<file path="src/rtl/reg_alu_ctrl.sv">
// reg_alu_ctrl: 8 x W register file and issue controller for an external ripple ALU.
// Accepts one micro-instruction per valid/ready handshake; loads or ALU ops write back.
`default_nettype none

module reg_alu_ctrl #(
  parameter int W     = 16,
  parameter int NREGS = 8,
  parameter int AW    = 3
) (
  input  logic          clk,
  input  logic          reset,
  input  logic          instr_valid,
  output logic          instr_ready,
  input  logic          instr_sel,
  input  logic [1:0]    instr_op,
  input  logic [AW-1:0] rd_addr_a,
  input  logic [AW-1:0] rd_addr_b,
  input  logic [AW-1:0] wr_addr,
  input  logic [W-1:0]  d_in,
  output logic [1:0]    alu_op,
  output logic [W-1:0]  alu_i0,
  output logic [W-1:0]  alu_i1,
  input  logic [W-1:0]  alu_o,
  input  logic          alu_cout,
  output logic [W-1:0]  result,
  output logic          carry_flag,
  output logic          done,
  input  logic [AW-1:0] dbg_rd_addr,
  output logic [W-1:0]  dbg_rd_data
);

  typedef enum logic [1:0] {
    IDLE = 2'd0,
    OPRD = 2'd1,
    EXEC = 2'd2,
    WB   = 2'd3
  } state_t;

  state_t        state;
  logic [W-1:0]  rf [NREGS];
  logic [1:0]    op_q;
  logic [AW-1:0] a_q;
  logic [AW-1:0] b_q;
  logic [AW-1:0] wr_q;
  logic          accept;

  // Ready is forced low while reset is asserted, even though state is already IDLE.
  assign instr_ready = (state == IDLE) && !reset;
  assign accept      = instr_valid && instr_ready;
  assign dbg_rd_data = rf[dbg_rd_addr];

  always_ff @(posedge clk or posedge reset) begin
    if (reset) begin
      state      <= IDLE;
      op_q       <= '0;
      a_q        <= '0;
      b_q        <= '0;
      wr_q       <= '0;
      alu_op     <= '0;
      alu_i0     <= '0;
      alu_i1     <= '0;
      result     <= '0;
      carry_flag <= 1'b0;
      done       <= 1'b0;
      for (int i = 0; i < NREGS; i++) begin
        rf[i] <= '0;
      end
    end else begin
      done <= 1'b0;
      case (state)
        IDLE: begin
          if (accept) begin
            op_q <= instr_op;
            a_q  <= rd_addr_a;
            b_q  <= rd_addr_b;
            wr_q <= wr_addr;
            if (instr_sel) begin
              // Loads skip the ALU; the staged value goes straight to write-back.
              result <= d_in;
              done   <= 1'b1;
              state  <= WB;
            end else begin
              state <= OPRD;
            end
          end
        end
        OPRD: begin
          alu_i0 <= rf[a_q];
          alu_i1 <= rf[b_q];
          alu_op <= op_q;
          state  <= EXEC;
        end
        EXEC: begin
          result     <= alu_o;
          carry_flag <= alu_cout;
          done       <= 1'b1;
          state      <= WB;
        end
        WB: begin
          rf[wr_q] <= result;
          state    <= IDLE;
        end
        default: state <= IDLE;
      endcase
    end
  end

endmodule

`default_nettype wire

</file>
<file path="config.mk">
export PLATFORM = sky130hd
export DESIGN_NAME = reg_alu_ctrl
export DESIGN_NICKNAME = d
export VERILOG_FILES = /design/src/rtl/reg_alu_ctrl.sv
export SDC_FILE = /design/constraint.sdc
export NUM_CORES = 1
export LEC_CHECK = 0
export CAP_MARGIN = 20
export CORE_AREA = 2 2 187 143
export DETAILED_ROUTE_END_ITERATION = 8
export DIE_AREA = 0 0 189 145
export REMOVE_ABC_BUFFERS = 1
export SYNTH_ARGS = -nofsm -noshare
export SYNTH_HDL_FRONTEND = slang
export SYNTH_SLANG_ARGS = --single-unit
</file>
<file path="constraint.sdc">
create_clock -name clk -period 9.5 [get_ports clk]
set_clock_uncertainty 0.05 [all_clocks]
set_input_delay 0.95 -clock clk [delete_from_list [all_inputs] [get_ports clk]]
set_output_delay 0.95 -clock clk [all_outputs]
set_load 0.02 [all_outputs]
</file>
; After elaboration in Yosys (flattened, before gate mapping)
; Cells that the tools add are included.
[totals]
word_cells = 62
ff_bits = 193
[op_classes]
order_cmp = 5
bitwise = 4
n_reduce_logical = 8
eq_ne = 5
mux = 21
[op_table]
columns = operator, n
row1 = 16-bit binary-select mux with 3-bit select, 3
row2 = 16-bit 2-to-1 mux, 9
row3 = 128-bit bitwise mux, 1
row4 = 16-bit demux with 3-bit select, 1
row5 = 16-bit one-hot mux with 2 select lines, 1
row6 = "4-bit >= comparator, second input constant", 4
row7 = 3-bit inverter with 4-bit output, 4
row8 = 2-bit one-hot mux with 4 select lines, 1
row9 = "2-bit equality test, second input constant", 2
row10 = "4-bit by 1-bit < comparator with 1-bit output, second input constant", 1
row11 = 2-bit 2-to-1 mux, 2
row12 = "2-bit != test, second input constant", 2
row13 = 1-bit logical AND, 3
row14 = 3-bit AND reduction, 1
row15 = "2-bit by 1-bit equality test with 1-bit output, second input constant", 1
row16 = 2-bit zero test, 1
row17 = 1-bit 2-to-1 mux, 2
row18 = 1-bit one-hot mux with 2 select lines, 1
row19 = 2-bit AND reduction, 1
row20 = 2-bit nonzero test, 1
row21 = 1-bit zero test, 1

; Depth between registers and ports, before layout
; Gate-level depths: netlist of the first run.
[depth]
word_depth = 6
depth_mapped = 7
mapped_depth_nobuf = 5

; Least setup slack after synthesis of the first run
; OpenSTA, ideal clock, no wires.
[synth_timing]
kind = input port to output port
from = in dbg_rd_addr[1]
to = out dbg_rd_data[15]
slack_ns = 6.392
n_path_buf = 3
arrival_time_ns = 2.108
cell_stages = 5
path_cell_list = buf_2 buf_6 buf_2 mux4_2 mux2_2
[synth_via]
elab_chain_cells = 4
[synth_lines]
columns = item, line
row1 = start: declaration, 28  ; input logic [AW-1:0] dbg_rd_addr,
row2 = 3-bit inverter with 4-bit output (not written as such), 50  ; assign dbg_rd_data = rf[dbg_rd_addr];
row3 = 16-bit binary-select mux with 3-bit select, 50
row4 = 16-bit 2-to-1 mux (not written as such) (2 in series), 50
row5 = end: declaration, 29  ; output logic [W-1:0] dbg_rd_data
; Every way passes these cells. The select of a mux whose other input is x is not followed.

; Worst setup path after layout of the first run
[layout_timing]
from = in dbg_rd_addr[1]
to = out dbg_rd_data[14]
; The elaborated chain is that of the path after synthesis.

==> results of run 1 <==
[metrics by stage]
stage               std cells  worst slack [ns]  hold WS, ns
finish                   1254              5.32        0.462
detailed placement       1222              5.36        0.442
CTS                      1254              5.35        0.463
global route             1254              5.28        0.481
floorplan                 739              3.24        0.424
global placement         1221              5.38        0.441
[layer usage]
layer / track usage, % / part of all wire, % / up-vias
met5: 0 / 0 / -
met4: 5.23 / 1.5 / 0
met3: 3.31 / 4.2 / 29
met2: 34.5 / 46 / 216
met1: 34.1 / 48 / 3822
li1: - / - / 3261
[state kept, by name, summed over array words and instances, names as in the netlist]
register,count
a_q,3
result,16
carry_flag,1
op_q,2
state,2
done,1
alu_i1,16
alu_i0,16
rf,128
wr_q,3
alu_op,2
b_q,3
[report_power, final]
part	internal (W)	switching, W	total [W]
Sequential	0.00123	0.000538	0.00177
Combinational	0.00125	0.00110	0.00235
Clock	0.000409	0.000348	0.000757
Total	0.00289	0.00198	0.00488
[logic make-up (layout without fill, tap and decap cells)]
kind of cell | Yosys count | in the layout | share of synthesized area, %
buf+inv | 74 | 176 | 4.10
mux | 319 | 319 | 35.8
compound gates | 101 | 101 | 8.06
flops | 193 | 193 | 44.4
simple gates | 116 | 116 | 7.05
fa+ha+maj | 5 | 5 | 0.575
[layout make-up]
type,instances,share of cell area (%)
Sequential cell,193,37.7
Timing Repair Buffer,139,10.4
Clock inverter,12,1.15
Inverter,5,0.205
Tap cell,344,3.35
Clock buffer,20,3.56
Multi-Input combinational cell,541,43.6
[worst max path at each step]
stage,from,endpoint,slack (ns),cells after the start
2_1_floorplan,reset,a_q[0]$_DFFE_PP0P_,3.24,1
3_3_place_gp,dbg_rd_addr[1],dbg_rd_data[12],5.38,4
3_5_place_dp,dbg_rd_addr[1],dbg_rd_data[14],5.36,4
4_1_cts,dbg_rd_addr[1],dbg_rd_data[14],5.35,4
5_1_grt,dbg_rd_addr[1],dbg_rd_data[14],5.28,4
6_report,dbg_rd_addr[1],dbg_rd_data[14],5.32,4
[critical path, cell delays in order]
cell and delay [ns]:
buf_2 0.75, mux4_2 0.61, mux2_2 0.30, clkdlybuf4s50_1 0.54
[cells in the mapped netlist]
cell type / n
o22ai_2: 1
mux2i_1: 97
buf_4: 17
mux2_4: 10
a41o_1: 32
a211oi_1: 1
mux4_1: 6
nand4b_2: 3
buf_1: 3
clkbuf_1: 13
a211o_1: 32
inv_1: 5
nand2b_1: 2
nor2_1: 2
a22oi_1: 32
o21ai_0: 2
a21oi_1: 1
nand4_2: 1
nand3b_2: 1
nor3_4: 2
nand3_1: 33
buf_2: 28
ha_1: 5
mux4_2: 26
nor2b_1: 67
buf_12: 1
nor3b_4: 2
dfrtp_1: 193
buf_6: 7
and2_1: 1
nand2_1: 1
nand2b_4: 1
mux2_1: 1
mux2_2: 179
[cell usage in the layout, fill, tap and decap left out, drive strengths merged]
master / n
o21ai: 2
clkinv: 1
nand2b: 3
nor3b: 2
clkbuf: 20
a211oi: 1
mux2i: 97
buf: 22
inv: 10
nand4: 1
nor2b: 67
nor2: 2
a41o: 32
a22oi: 32
bufinv: 2
nand4b: 3
and2: 1
mux4: 32
nor3: 2
nand2: 1
clkdlybuf4s50: 117
a21oi: 1
a211o: 32
o22ai: 1
dfrtp: 193
clkinvlp: 4
mux2: 190
ha: 5
nand3: 33
nand3b: 1
==> results by group, run 1 <==
STA
  – Tmin final: 4.18 ns
  – Setup violators final: 0
  – Crit share post-route: 44.0%
  – RSZ-0062 raised after global routing: no
  – Hold Fails Final Rpt: 0
  – Total negative slack: 0 ns
  – Slew Limit Fails: 0
  – Max Fclk: 239 MHz
  – Slew of the pin with the lowest slew margin: 1.15 ns
  – Slew HR: 23.5%

Detailed routing
  – Wire length per cell: 24.1 um
  – Pre-antenna DRT Iters: 5
  – Routed wire length: 30.2 mm
  – Via count: 7328
  – DR iter-0 viols: 494
  – DRC Markers: 0
  – Vias per cell: 5.84
  – Antenna viol nets, final: 0

Setup path
  – CP Data Arrival Time: 3.18 ns
  – Reg-to-reg slack, setup: 6.80 ns
  – Crit path max fanout: 32
  – CP Capture Type: output port
  – Worst Reg2Reg Path Length in Cells: 6
  – Startpoint types: primary input
  – Reg-to-reg startpoint: state[0]$_DFFE_PP0P_
  – RR Endpoint: result[9]$_DFFE_PP0P_
  – Worst path required time: 8.50 ns
  – WS Path Type: in -> out

Min path
  – Hold Startpoint: carry_flag$_DFFE_PP0P_
  – Worst hold-check path type: reg -> reg
  – Worst Hold End: carry_flag$_DFFE_PP0P_
  – Hold path cells: 1

Die
  – Die W: 189 um
  – Die Footprint: 0.0274 sq mm
  – Core Box Area: 0.0256 sq mm
  – Initial Utilization: 42.5%
  – Die H: 145 um
  – Num rows: 51
  – # IOs: 120

Clock network
  – TritonCTS clock tree: yes
  – Sink Count: 193
  – Root Buffer: clkbuf_16
  – # Post-CTS Setup Buffers: 0
  – Hold buffers post-CTS: 0
  – Post-cts resize count: 0
  – Clk Latency, worst-skew pair: 0.44 ns
  – CTS buffer count: 17
  – H-tree depth: 4
  – CTS clk-pin slew, worst paths: 0.07 ns
  – CTS max path bufs: 2

Finish
  – Post-Layout Inst Area: 0.0128 sq mm
  – Area of the multi-input gates: 0.00560 sq mm
  – Final Core Density: 50.2%
  – Area grow syn2layout: 18.1%
  – Layout Nets: 953
  – Storage cell area: 0.00484 sq mm
  – FILL cells: 2231
  – Antenna diodes: 0
  – Share of cells above drive strength 1: 31.3%

Yosys
  – Synth area leader: dfrtp_1
  – Post-Syn Area: 0.0109 sq mm
  – Synth top area cells: dfrtp_1 (44%), mux2_2 (19%), mux2i_1 (8.9%)
  – Top cell type's share of synthesized area: 44.4%
  – Seq cells post-synth: 193
  – Synth Instances: 808
  – Syn Area/Cell: 13.5 sq um
  – Unique masters post-synth: 34
  – YS warnings: 0
  – Sequential share of the synthesized area: 44.4%

GRT
  – Antenna violations before repair: 0
  – Vias in the first global route: 7408
  – GRT Residual Overflow: 0
  – GR Util All Layers: 22.7%
  – Largest net degree at the start of global routing: 120
  – Global-route wire length before repair: 47.0 mm

Placed design
  – Placed Area: 0.0122 sq mm
  – Port-buffer cells: 119
  – Hpwl dp: 17.8 mm
  – Gp weighted congestion: 0.776

Outcome
  – Status: finished, final reports clean

Power
  – P_leak: 5.59 nW
  – PD cells: 380 mW/mm^2
  – Peak VDD IR: 0.167 mV
  – Tot Pwr: 0.00488 W

Run
  – Max cap viols: 0
(Power assumes the default switching activity.)
==> run 2, diff against run 1 <==
==> constraint.sdc (replaced) <==
create_clock -name clk -period 4 [get_ports clk]
set_clock_uncertainty 0.05 [all_clocks]
set_input_delay 0.4 -clock clk [delete_from_list [all_inputs] [get_ports clk]]
set_output_delay 0.4 -clock clk [all_outputs]
set_load 0.02 [all_outputs]
==> run 2 against run 1 <==
Net effect:
- critical path depth grew 1
- wire length grew 0.44%
- hold slack lost 0.0047 ns
- power grew 140%
- via count is the same
- utilization grew 0.24 points
- sequential share of layout area shrank 0.18 points
- sequential cell count is the same
- count of clock-buffer cells in the layout shrank 2
- sequential power grew 150%
- setup slack lost 4.3 ns
- global-route usage grew 0.39 points
- critical path type unchanged
- critical endpoint is now dbg_rd_data[0]
==> results by group, run 2 (synthesized netlist as in run 1, its figures left out) <==
Die
  – Die Footprint: 0.0274 sq mm (unchanged)
  – Die H: 145 um (unchanged)
  – Core Box Area: 0.0256 sq mm (unchanged)
  – Num rows: 51 (unchanged)
  – Die W: 189 um (unchanged)
  – Initial Utilization: 42.5% (unchanged)
  – # IOs: 120 (unchanged)

Clock network
  – Clk Latency, worst-skew pair: 0.45 ns (was 0.44 ns)
  – # Post-CTS Setup Buffers: 0 (unchanged)
  – Sink Count: 193 (unchanged)
  – Post-cts resize count: 0 (unchanged)
  – CTS clk-pin slew, worst paths: 0.08 ns (was 0.07 ns)
  – Hold buffers post-CTS: 0 (unchanged)
  – CTS buffer count: 17 (unchanged)
  – H-tree depth: 4 (unchanged)
  – Root Buffer: clkbuf_16 (unchanged)
  – CTS max path bufs: 2 (unchanged)
  – TritonCTS clock tree: yes (unchanged)

Placed design
  – Placed cell count: 1233 (was 1222)
  – Gp weighted congestion: 0.770 (was 0.776)
  – Placement Setup Slack: 0.991 ns (was 5.36 ns)
  – Port-buffer cells: 119 (unchanged)
  – Hpwl dp: 18.5 mm (was 17.8 mm)
  – Placed Area: 0.0123 sq mm (was 0.0122 sq mm)

GRT
  – GR Util All Layers: 23.1% (was 22.7%)
  – Antenna violations before repair: 0 (unchanged)
  – GR Layer Usage met1: 33.3% (was 34.1%)
  – Largest net degree at the start of global routing: 91 (was 120)
  – GRT Residual Overflow: 0 (unchanged)
  – GR Util met3: 3.75% (was 3.31%)
  – GR met2 Demand/Resource: 35.8% (was 34.5%)
  – Vias in the first global route: 7559 (was 7408)
  – Global-route wire length before repair: 47.8 mm (was 47.0 mm)
  – Most used routing layer: met2 (unchanged)

Setup path
  – Worst path required time: 3.55 ns (was 8.50 ns)
  – WS Path Type: in -> out (unchanged)
  – CP Data Arrival Time: 2.55 ns (was 3.18 ns)
  – Startpoint types: primary input (unchanged)
  – Crit path max fanout: 21 (was 32)
  – CP Capture Type: output port (unchanged)

Run
  – Max cap viols: 0 (unchanged)

Finish
  – FILL cells: 2218 (was 2231)
  – Area grow syn2layout: 18.7% (was 18.1%)
  – Commonest non-fill, non-tap cell in the layout: dfrtp_1 (unchanged)
  – Max reg flops: 128 (unchanged)
  – Most frequent cells in the layout: dfrtp_1 (191), mux2_2 (179), clkdlybuf4s50_1 (117) (unchanged)
  – Antenna diodes: 0 (unchanged)
  – Area of the multi-input gates: 0.00560 sq mm (about the same)
  – Most flop-heavy register: rf (unchanged)
  – Layout Cells excl Fill: 1265 (was 1254)
  – Storage cell area: 0.00484 sq mm (unchanged)
  – Layout Nets: 964 (was 953)
  – Share of cells above drive strength 1: 32.0% (was 31.3%)
  – Post-Layout Inst Area: 0.0129 sq mm (was 0.0128 sq mm)

STA
  – RSZ-0062 raised after global routing: no (unchanged)
  – Setup violators final: 0 (unchanged)
  – Slew HR: 22.3% (was 23.5%)
  – Crit share post-route: 75.1%
  – Slew of the pin with the lowest slew margin: 1.17 ns (was 1.15 ns)
  – Tmin final: 3.00 ns
  – Worst Setup Slack, final: 0.998 ns (was 5.32 ns)
  – Max Fclk: 333 MHz
  – Slew Limit Fails: 0 (unchanged)
  – Hold Fails Final Rpt: 0 (unchanged)

Power
  – PD cells: 897 mW/mm^2 (was 380 mW/mm^2)
  – P_leak: 5.65 nW (was 5.59 nW)
  – Cell-internal power: 0.00685 W (was 0.00289 W)
  – Peak VDD IR: 0.439 mV (was 0.167 mV)
  – Switching share of power: 40.8% (was 40.7%)
  – Power share of the sequential group: 38.0% (was 36.3%)
  – Comb pwr share: 47.1% (was 48.2%)
  – Sw Pwr: 0.00473 W (was 0.00198 W)
  – Clock power frac: 14.8% (was 15.5%)

Detailed routing
  – Routed wire length: 30.3 mm (was 30.2 mm)
  – Wire length per cell: 24.0 um (was 24.1 um)
  – Antenna viol nets, final: 0 (unchanged)
  – Vias per cell: 5.79 (was 5.84)
  – DRC Markers: 0 (unchanged)
  – Via count: 7328 (unchanged)
  – Pre-antenna DRT Iters: 7 (was 5)
  – DR iter-0 viols: 501 (was 494)

Outcome
  – Status: finished, final reports clean (unchanged)

Min path
  – Worst hold-check path type: in -> async (was reg -> reg)
[run 2: power groups by stage]
stage / sequential (W) / clock [W] / combinational [W]
finish: 0.00440 / 0.00172 / 0.00546
global route: 0.00458 / 0.00184 / 0.00586
detailed placement: 0.00441 / 0 / 0.00545
floorplan: 0.00426 / 0 / 0.00341
CTS: 0.00438 / 0.00175 / 0.00549
global placement: 0.00442 / 0 / 0.00541
[run 2: path summary, 6_finish.rpt]
kind	slack [ns]	cells after the start	start	end
worst min-delay path	0.46	2	reset	op_q[1]$_DFFE_PP0P_
worst max register to register	1.32	6	state[1]$_DFFE_PP0P_	result[12]$_DFFE_PP0P_
worst max-delay path	1.0	5	dbg_rd_addr[0]	dbg_rd_data[0]
max in group asynchronous	2.54	3	reset	rf[26]$_DFFE_PP0P_
min in group clk	0.46	1	alu_op[1]$_DFFE_PP0N_	alu_op[1]$_DFFE_PP0N_
worst min register to register	0.46	1	alu_op[1]$_DFFE_PP0N_	alu_op[1]$_DFFE_PP0N_
[run 2: cell type report]
| class | instances | share of cell area [%] |
|---|---|---|
| clock inverters | 14 | 1.09 |
| inverters | 5 | 0.204 |
| flip-flops and latches | 193 | 37.5 |
| well taps | 344 | 3.34 |
| repair buffers | 150 | 11.2 |
| clock buffers | 18 | 3.33 |
| multi-input cells | 541 | 43.4 |
[run 2: critical path: stages]
cell             delay [ns]
buf_2                  0.40
buf_12                 0.29
mux4_1                 0.58
mux2_2                 0.32
clkdlybuf4s50_1        0.54
[run 2: stage by stage]
stage / power [W] / utilization, % / setup TNS [ns] / hold WS, ns
2_1_floorplan: 0.00767 / - / -329.17 / 0.424
3_3_place_gp: 0.00983 / 48.2 / 0 / 0.441
3_5_place_dp: 0.00986 / 48.2 / 0 / 0.440
4_1_cts: 0.0116 / 50.4 / 0 / 0.461
5_1_grt: 0.0123 / 50.4 / 0 / 0.481
6_report: 0.0116 / 50.4 / 0 / 0.457
[run 2: metal layers]
layer	share of wire [%]	wire, um
met1	48	14600
met2	46	14100
met3	3.8	1160
met4	1.6	490
met5	0	0
==> run 3, diff against run 2 <==
--- a/config.mk
+++ b/config.mk
@@ -9,6 +9,7 @@
 export CORE_AREA = 2 2 187 143
 export DETAILED_ROUTE_END_ITERATION = 8
 export DIE_AREA = 0 0 189 145
+export PLACE_DENSITY = 0.66
 export REMOVE_ABC_BUFFERS = 1
 export SYNTH_ARGS = -nofsm -noshare
 export SYNTH_HDL_FRONTEND = slang
==> constraint.sdc (replaced) <==
create_clock -name clk -period 2.5 [get_ports clk]
set_clock_uncertainty 0.05 [all_clocks]
set_input_delay 0.25 -clock clk [delete_from_list [all_inputs] [get_ports clk]]
set_output_delay 0.25 -clock clk [all_outputs]
set_load 0.02 [all_outputs]
==> run 3 against run 2 <==
Net effect:
- power up 60%
- sequential power rose by 47%
- sequential share of layout area fell by 0.63 points
- critical endpoint is now instr_ready
- largest power group unchanged
==> results by group, run 3 (synthesized netlist as in run 1, its figures left out) <==
Setup path
  – CP Data Arrival Time: 2.03 ns (was 2.55 ns)
  – Worst path required time: 2.20 ns (was 3.55 ns)
  – Crit path max fanout: 6 (was 21)
  – CP Capture Type: output port (unchanged)
  – Startpoint types: flip-flop (was primary input)
  – CP Cell Sequence: inv_1 -> ha_1 -> nor2b_1 -> clkdlybuf4s50_1 (was buf_2 -> buf_12 -> mux4_1 -> mux2_2 -> clkdlybuf4s50_1)
  – Crit-path slowest cell: clkdlybuf4s50_1 (was mux4_1)
  – Worst Setup SP: state[0]$_DFFE_PP0P_ (was dbg_rd_addr[0])
  – Largest stage delay, worst path: 0.61 ns (was 0.58 ns)
  – WS Path Type: reg -> out (was in -> out)
  – Reg-to-reg startpoint: state[1]$_DFFE_PP0P_ (unchanged)

Clock network
  – Root Buffer: clkbuf_16 (unchanged)
  – CTS buffer count: 17 (unchanged)
  – H-tree depth: 4 (unchanged)
  – CTS clk-pin slew, worst paths: 0.07 ns (was 0.08 ns)
  – CTS max path bufs: 2 (unchanged)
  – TritonCTS clock tree: yes (unchanged)
  – Sink Count: 193 (unchanged)
  – # Post-CTS Setup Buffers: 0 (unchanged)
  – Hold buffers post-CTS: 0 (unchanged)
  – Clk Latency, worst-skew pair: 0.43 ns (was 0.45 ns)

Die
  – Num rows: 51 (unchanged)
  – Initial Utilization: 42.5% (unchanged)
  – Core Box Area: 0.0256 sq mm (unchanged)
  – Die W: 189 um (unchanged)
  – # IOs: 120 (unchanged)
  – Die Footprint: 0.0274 sq mm (unchanged)
  – Die H: 145 um (unchanged)

Placed design
  – Placed cell count: 1246 (was 1233)
  – Hpwl dp: 18.9 mm (was 18.5 mm)
  – Gp weighted congestion: 0.791 (was 0.770)
  – Port-buffer cells: 119 (unchanged)
  – Placed Area: 0.0125 sq mm (was 0.0123 sq mm)

Finish
  – Share of cells above drive strength 1: 32.8% (was 32.0%)
  – Layout Cells excl Fill: 1277 (was 1265)
  – Antenna diodes: 0 (unchanged)
  – Max reg flops: 128 (unchanged)
  – Most frequent cells in the layout: dfrtp_1 (191), mux2_2 (179), clkdlybuf4s50_1 (101) (was dfrtp_1 (191), mux2_2 (179), clkdlybuf4s50_1 (117))
  – Most flop-heavy register: rf (unchanged)
  – Final Core Density: 51.3% (was 50.4%)
  – Post-Layout Inst Area: 0.0131 sq mm (was 0.0129 sq mm)
  – Commonest non-fill, non-tap cell in the layout: dfrtp_1 (unchanged)
  – Area grow syn2layout: 20.7% (was 18.7%)
  – Layout Nets: 977 (was 964)

GRT
  – Vias in the first global route: 7309 (was 7559)
  – GRT Residual Overflow: 0 (unchanged)
  – Largest net degree at the start of global routing: 81 (was 91)
  – Antenna violations before repair: 0 (unchanged)
  – Global-route wire length before repair: 46.2 mm (was 47.8 mm)
  – GR Util All Layers: 22.2% (was 23.1%)

Detailed routing
  – DRC Markers: 0 (unchanged)
  – Antenna viol nets, final: 0 (unchanged)
  – Wire length per cell: 23.2 um (was 24.0 um)
  – Vias per cell: 5.82 (was 5.79)
  – Via count: 7428 (was 7328)
  – Routed wire length: 29.6 mm (was 30.3 mm)
  – Pre-antenna DRT Iters: 5 (was 7)
  – DR iter-0 viols: 675 (was 501)

Power
  – PD cells: 1420 mW/mm^2 (was 897 mW/mm^2)
  – Power share of the sequential group: 34.9% (was 38.0%)
  – Sw Pwr: 0.00749 W (was 0.00473 W)
  – P_leak: 5.89 nW (was 5.65 nW)
  – Switching share of power: 40.3% (was 40.8%)
  – Peak VDD IR: 0.761 mV (was 0.439 mV)
  – Clock power frac: 14.5% (was 14.8%)
  – Cell-internal power: 0.0111 W (was 0.00685 W)
  – Comb pwr share: 50.5% (was 47.1%)

STA
  – Slew HR: 64.9% (was 22.3%)
  – Crit share post-route: 93.3%
  – Hold Fails Final Rpt: 0 (unchanged)
  – Tmin final: 2.33 ns
  – Max Fclk: 429 MHz
  – RSZ-0062 raised after global routing: no (unchanged)
  – Slew Limit Fails: 0 (unchanged)
  – Total negative slack: 0 ns (unchanged)
  – Setup violators final: 0 (unchanged)
  – Slew of the pin with the lowest slew margin: 0.526 ns (was 1.17 ns)

Run
  – Max cap viols: 0 (unchanged)

Outcome
  – Status: finished, final reports clean (unchanged)

Min path
  – Worst hold-check path type: in -> async (unchanged)
run 3: cell types whose count changed in the layout (fill, tap and decap cells not counted), sizes merged:
| cell | delta |
|---|---|
| clkdlybuf4s50 | -16 |
| buf | +13 |
| dlymetal6s2s | +12 |
| inv | -7 |
| clkinvlp | +4 |
| dlygate4sd2 | +4 |
| bufinv | +1 |
| clkinv | +1 |
run 3: metrics by stage:
stage | total power (W) | hold slack (ns) | setup WS (ns)
floorplan | 0.0123 | 0.351 | -3.06
global placement | 0.0158 | 0.432 | 0.215
detailed placement | 0.0159 | 0.438 | 0.213
CTS | 0.0186 | 0.265 | 0.00127
global route | 0.0196 | 0.293 | 0.0220
finish | 0.0186 | 0.253 | 0.168
run 3: path summary, 6_finish.rpt:
| path | cells after the start | end | slack, ns |
|---|---|---|---|
| max in group asynchronous | 3 | rf[6]$_DFFE_PP0P_ | 1.56 |
| setup reg to reg | 5 | rf[92]$_DFFE_PP0P_ | 0.47 |
| min in group clk | 2 | carry_flag$_DFFE_PP0P_ | 0.38 |
| hold reg to reg | 1 | alu_op[0]$_DFFE_PP0N_ | 0.45 |
| hold / removal | 2 | op_q[1]$_DFFE_PP0P_ | 0.25 |
| setup / recovery | 4 | instr_ready | 0.17 |
run 3: routing by layer:
metal / share of wire (%) / GRT usage (%)
met1: 49 / 33.8
met2: 45 / 32.6
met3: 4.8 / 4.45
met4: 1.1 / 4.41
met5: 0 / 0
run 3: layout make-up:
cell class	instances	area, sq um
Fill cell	2193	12500
Tap cell	344	430
Inverter	5	26.3
Clock inverter	13	139
Multi-Input combinational cell	541	5600
Sequential cell	193	4840
Timing Repair Buffer	163	1660
Clock buffer	18	429
run 3: power groups by stage:
stage	sequential, W	combinational (W)	clock (W)
6_report	0.00648	0.00939	0.00270
5_1_grt	0.00674	0.0100	0.00288
4_1_cts	0.00645	0.00944	0.00275
3_5_place_dp	0.00648	0.00941	0
3_3_place_gp	0.00647	0.00931	0
2_1_floorplan	0.00682	0.00546	0
run 3: critical path: cells and delay by family (launching register included):
kind	cells	cell delay, ns
AND/OR/NAND/NOR	1	0.16
flip-flops	1	0.41
buffers and inverters	2	0.74
adder cells (fa/ha/maj)	1	0.30
run 3: timing repair:
action                     CTS  global route
resized for setup            4            12
setup endpoints to repair    4            12
pin swaps                    0             0
